--- config.mk ---
export PLATFORM = sky130hd
export DESIGN_NAME = ysyx_041461_lsu_axi_master
export DESIGN_NICKNAME = d
export VERILOG_FILES = /design/src/rtl/ysyx_041461_lsu_axi_master.sv
export SDC_FILE = /design/constraint.sdc
export NUM_CORES = 1
export LEC_CHECK = 0
export CAP_MARGIN = 20
export CELL_PAD_IN_SITES_DETAIL_PLACEMENT = 0
export CELL_PAD_IN_SITES_GLOBAL_PLACEMENT = 1
export CORE_AREA = 5 5 160 162
export CTS_CLUSTER_SIZE = 25
export DETAILED_ROUTE_END_ITERATION = 6
export DIE_AREA = 0 0 165 167
export DONT_BUFFER_PORTS = 1
export GPL_TIMING_DRIVEN = 0
export PLACE_DENSITY_LB_ADDON = 0.1
export SYNTH_ARGS = -nofsm -noshare
export SYNTH_HDL_FRONTEND = slang
export SYNTH_SLANG_ARGS = --single-unit
--- constraint.sdc ---
create_clock -name clk -period 3.7 [get_ports clk]
set_input_delay 1.11 -clock clk [delete_from_list [all_inputs] [get_ports clk]]
set_output_delay 1.11 -clock clk [all_outputs]
set_load 0.005 [all_outputs]
--- src/rtl/ysyx_041461_lsu_axi_master.sv ---
// rtl/ysyx_041461_lsu_axi_master.sv - single-beat AXI4 initiator for the LSU data port
// Optional misalign trap: define YSYX_041461_LSU_MISALIGN_CHECK_EN.
module ysyx_041461_lsu_axi_master (
    input  logic        clk,
    input  logic        rst,
    input  logic        req_valid,
    output logic        req_ready,
    input  logic        req_we,
    input  logic [31:0] req_addr,
    input  logic [2:0]  req_size,
    input  logic [63:0] req_wdata,
    input  logic [7:0]  req_wstrb,
    output logic        rsp_valid,
    output logic [63:0] rsp_rdata,
    output logic        rsp_err,
    output logic        awvalid,
    input  logic        awready,
    output logic [31:0] awaddr,
    output logic [2:0]  awsize,
    output logic [7:0]  awlen,
    output logic        wvalid,
    input  logic        wready,
    output logic [63:0] wdata,
    output logic [7:0]  wstrb,
    output logic        wlast,
    input  logic        bvalid,
    output logic        bready,
    input  logic [1:0]  bresp,
    output logic        arvalid,
    input  logic        arready,
    output logic [31:0] araddr,
    output logic [2:0]  arsize,
    output logic [7:0]  arlen,
    input  logic        rvalid,
    output logic        rready,
    input  logic [63:0] rdata,
    input  logic [1:0]  rresp
);

    typedef enum logic [2:0] {
        S_IDLE,
        S_WRITE,
        S_WRESP,
        S_READ,
        S_RRESP,
        S_DONE
    } state_e;

    state_e      state_q, state_d;
    logic [31:0] addr_q, addr_d;
    logic [2:0]  size_q, size_d;
    logic [63:0] wdata_q, wdata_d;
    logic [7:0]  wstrb_q, wstrb_d;
    logic        aw_done_q, aw_done_d;
    logic        w_done_q, w_done_d;
    logic        err_q, err_d;
    logic [63:0] rdata_q, rdata_d;
    logic        misalign;

`ifdef YSYX_041461_LSU_MISALIGN_CHECK_EN
    assign misalign = (req_size > 3'd3) ||
                      ((req_addr & ((32'd1 << req_size) - 32'd1)) != 32'd0);
`else
    assign misalign = 1'b0;
`endif

    always_ff @(posedge clk or negedge rst) begin
        if (!rst) begin
            state_q   <= S_IDLE;
            addr_q    <= 32'd0;
            size_q    <= 3'd0;
            wdata_q   <= 64'd0;
            wstrb_q   <= 8'd0;
            aw_done_q <= 1'b0;
            w_done_q  <= 1'b0;
            err_q     <= 1'b0;
            rdata_q   <= 64'd0;
        end else begin
            state_q   <= state_d;
            addr_q    <= addr_d;
            size_q    <= size_d;
            wdata_q   <= wdata_d;
            wstrb_q   <= wstrb_d;
            aw_done_q <= aw_done_d;
            w_done_q  <= w_done_d;
            err_q     <= err_d;
            rdata_q   <= rdata_d;
        end
    end

    always_comb begin
        state_d   = state_q;
        addr_d    = addr_q;
        size_d    = size_q;
        wdata_d   = wdata_q;
        wstrb_d   = wstrb_q;
        aw_done_d = aw_done_q;
        w_done_d  = w_done_q;
        err_d     = err_q;
        rdata_d   = rdata_q;
        case (state_q)
            S_IDLE: begin
                if (req_valid) begin
                    addr_d    = req_addr;
                    size_d    = req_size;
                    wdata_d   = req_wdata;
                    wstrb_d   = req_wstrb;
                    aw_done_d = 1'b0;
                    w_done_d  = 1'b0;
                    err_d     = misalign;
                    if (misalign)    state_d = S_DONE;
                    else if (req_we) state_d = S_WRITE;
                    else             state_d = S_READ;
                end
            end
            S_WRITE: begin
                // AW and W complete independently; leave once both flags are set
                if (awvalid && awready) aw_done_d = 1'b1;
                if (wvalid && wready)   w_done_d  = 1'b1;
                if (aw_done_d && w_done_d) state_d = S_WRESP;
            end
            S_WRESP: begin
                if (bvalid) begin
                    err_d   = (bresp != 2'b00);
                    state_d = S_DONE;
                end
            end
            S_READ: begin
                if (arready) state_d = S_RRESP;
            end
            S_RRESP: begin
                if (rvalid) begin
                    rdata_d = rdata;
                    err_d   = (rresp != 2'b00);
                    state_d = S_DONE;
                end
            end
            S_DONE:  state_d = S_IDLE;
            default: state_d = S_IDLE;
        endcase
    end

    always_comb begin
        req_ready = 1'b0;
        awvalid   = 1'b0;
        wvalid    = 1'b0;
        bready    = 1'b0;
        arvalid   = 1'b0;
        rready    = 1'b0;
        rsp_valid = 1'b0;
        case (state_q)
            S_IDLE:  req_ready = 1'b1;
            S_WRITE: begin
                awvalid = !aw_done_q;
                wvalid  = !w_done_q;
            end
            S_WRESP: bready    = 1'b1;
            S_READ:  arvalid   = 1'b1;
            S_RRESP: rready    = 1'b1;
            S_DONE:  rsp_valid = 1'b1;
            default: req_ready = 1'b0;
        endcase
    end

    assign awaddr    = addr_q;
    assign awsize    = size_q;
    assign awlen     = 8'd0;
    assign wdata     = wdata_q;
    assign wstrb     = wstrb_q;
    assign wlast     = 1'b1;
    assign araddr    = addr_q;
    assign arsize    = size_q;
    assign arlen     = 8'd0;
    assign rsp_rdata = rdata_q;
    assign rsp_err   = err_q;

endmodule
==> results.cfg <==
[flow_run]
drv_cap = 0

[yosys]
yosys.area_share.simple_pct = 1.67
ys.flop_type = dfrtp_1
synth_cell_types = 29
synth_mux_area_share_pct = 27.5
synthCells = 460
yosysWarnings = 0
synth_seq_cells = 177
yosys-top-cells-area = dfrtp_1 (62%), mux2_2 (26%), buf_4 (7.0%)
avgSynthCellArea_um2 = 15.6
synth_fa_ha_area_share_pct = 0
synth_edf_count = 0
synthArstFlopShare_pct = 100
yosysMostFrequentCell = dfrtp_1
synth_top_area_share_pct = 61.7
synth_area_leader_cell = dfrtp_1
synth_top_cells_by_count = dfrtp_1 (177), mux2_2 (164), buf_4 (67), nor2_1 (9), mux2_4 (8)
yosysSeqAreaShare_pct = 61.7
synth-compound-area-share_pct = 0.923
syn-cell-area_um2 = 7180
synth_top_family_by_area = multiplexers
synth_xor_area_share_pct = 0

[clocking]
path_clk_slew_ns = 0.08
cts_tree = yes
clk_latency_ns = 0.42
cts_hold_buf = 0
numCtsBuffers = 17
cts.sinks = 177
root_buffer = clkbuf_16
htreeDepth = 4
cts_buffer_depth = 2
cts_setup_buffers = 0
cts_resized = 0

[route]
vias = 3630
ant_nets = 0
drt-pass1-iter-count = 4
drc = 0
via_per_inst = 4.36
wl_um = 18700
wl_per_cell_um = 22.4
drt_iter0_markers = 108

[critical_path]
cp.arrival_ns = 1.65
worstPathRequired_ns = 2.59
critPathLaunchType = register
r2r_cells = 7
worstSetupPathType = reg -> out
cp_max_fo = 10
rr_startpoint = state_q[0]
cp-end-kind = output pin
reg2reg_slack_ns = 1.82
reg2reg_to = wdata[53]

[timing]
finalCritPeriodShare_pct = 74.5
maxSlewViolCount = 0
fin_skew_ns = 0.00833
fin_setup_tns_ns = 0
finalHoldViolCount = 0
grt_setup_unrepaired = no
finalSetupViolations = 0
period_needed_ns = 2.76
max_freq_mhz = 363

[final_layout]
fillers = 2322
final_net_count = 678
drive_above_1_share_pct = 54.8
area_growth_pct = 14.5

[placement]
routabilityCongestion = 0.720
dpl.hpwl_um = 14200
port_buffers = 0

[floorplanning]
fp.dieW_um = 165
chipHeight_um = 167
initial_utilization_pct = 30.0
die_area_um2 = 27600
core_area_um2 = 24000
io-pin-count = 415
rows = 57

[power_and_ir_drop]
finalPower_mw = 7.61
power_leakage_nw = 3.60
max-vdd-ir-drop_mv = 0.351
powerDensity_nw_per_um2 = 926

[hold_path]
holdCritPathClass = in -> async

[global_routing]
grt_first_pass_wirelength_um = 27300
grt_pass1_vias = 4133
grt_usage_pct = 13.1
gr-total-overflow = 0
antenna_found_initial = 3
grt_max_degree = 178

[status]
status = finished clean
## power breakdown
part           internal (mW)  leakage, nW  switching (mW)  total [mW]
sequential              2.93         2.11           0.928        3.85
combinational           1.31         1.20           0.671        1.98
clock                  0.919        0.285           0.859        1.78
total                   5.15         3.60            2.46        7.61
## stage by stage
stage	instances	hold slack (ns)	util [%]	cell area [um2]	setup slack (ns)
2_1_floorplan	475	0.485	-	7240	1.55
3_3_place_gp	799	0.502	31.9	7640	1.36
3_5_place_dp	799	0.514	31.9	7640	1.35
4_1_cts	831	0.346	34.3	8220	0.877
5_1_grt	833	0.345	34.3	8230	0.845
6_report	833	0.373	34.3	8230	0.942
## cells in the final DEF, fill, tap and decap left out, drive strengths merged
cell      Yosys  layout
a21oi         2       2
a21boi        1       1
o22ai         1       1
nor3          2       2
clkbuf        1      19
conb          2      17
mux2i         1       1
mux2        172     172
clkinv        0       3
o21bai        1       1
inv           2      12
or2           1       1
buf          72      72
and2          3       3
diode         0       2
dfrtp       177     177
o32ai         1       1
nand2b        1       1
and3          1       1
clkinvlp      0       1
nor3b         1       1
o21ai         2       2
nor2          9       9
nand3         1       1
nand2         4       4
a211oi        1       1
o221ai        1       1
## worst max-delay path: stages (launching register included)
cell and delay (ns):
dfrtp_1 0.42, clkbuf_1 0.22, or2_2 0.37, nor2_1 0.21
## worst max-delay path by stage
stage | slack (ns) | endpoint | depth (start not counted) | startpoint
3_5_place_dp | 1.35 | wvalid | 3 | state_q[1]
4_1_cts | 0.88 | awvalid | 3 | state_q[1]
2_1_floorplan | 1.55 | rsp_rdata[10] | 5 | rvalid
3_3_place_gp | 1.36 | awvalid | 3 | state_q[1]
5_1_grt | 0.84 | wvalid | 3 | state_q[1]
6_report | 0.94 | awvalid | 3 | state_q[1]
## sequential cells by signal, indices dropped and copies added (netlist names)
| name | cells |
|---|---|
| wdata | 64 |
| state_q | 3 |
| rsp_rdata | 64 |
| rsp_err | 1 |
| arsize | 3 |
| w_done_q | 1 |
| wstrb | 8 |
| araddr | 32 |
| aw_done_q | 1 |
## layer usage
layer / share of wire (%) / vias up / GRT usage [%] / routed length (um)
li1: - / 1594 / - / -
met1: 33 / 1799 / 13.3 / 6070
met2: 55 / 216 / 23.4 / 10200
met3: 11 / 19 / 6.01 / 2050
met4: 1.7 / 2 / 4.88 / 324
met5: 0.070 / - / 0 / 13
## cell type report
cell class	instances	area, um2	area share, %
flip-flops and latches	177	4430	53.8
multi-input cells	223	2230	27.1
plain buffers	73	574	6.98
clock buffers	18	439	5.34
well taps	324	405	4.93
clock inverters	14	138	1.67
inverters	2	7.51	0.0913
diodes	2	5.00	0.0608
## cells by family after synthesis
| family | count (synthesis) |
|---|---|
| compound gates | 10 |
| buf+inv | 75 |
| flops | 177 |
| mux | 173 |
| other cells | 2 |
| simple gates | 23 |
Power figures use the tool's default switching activity.
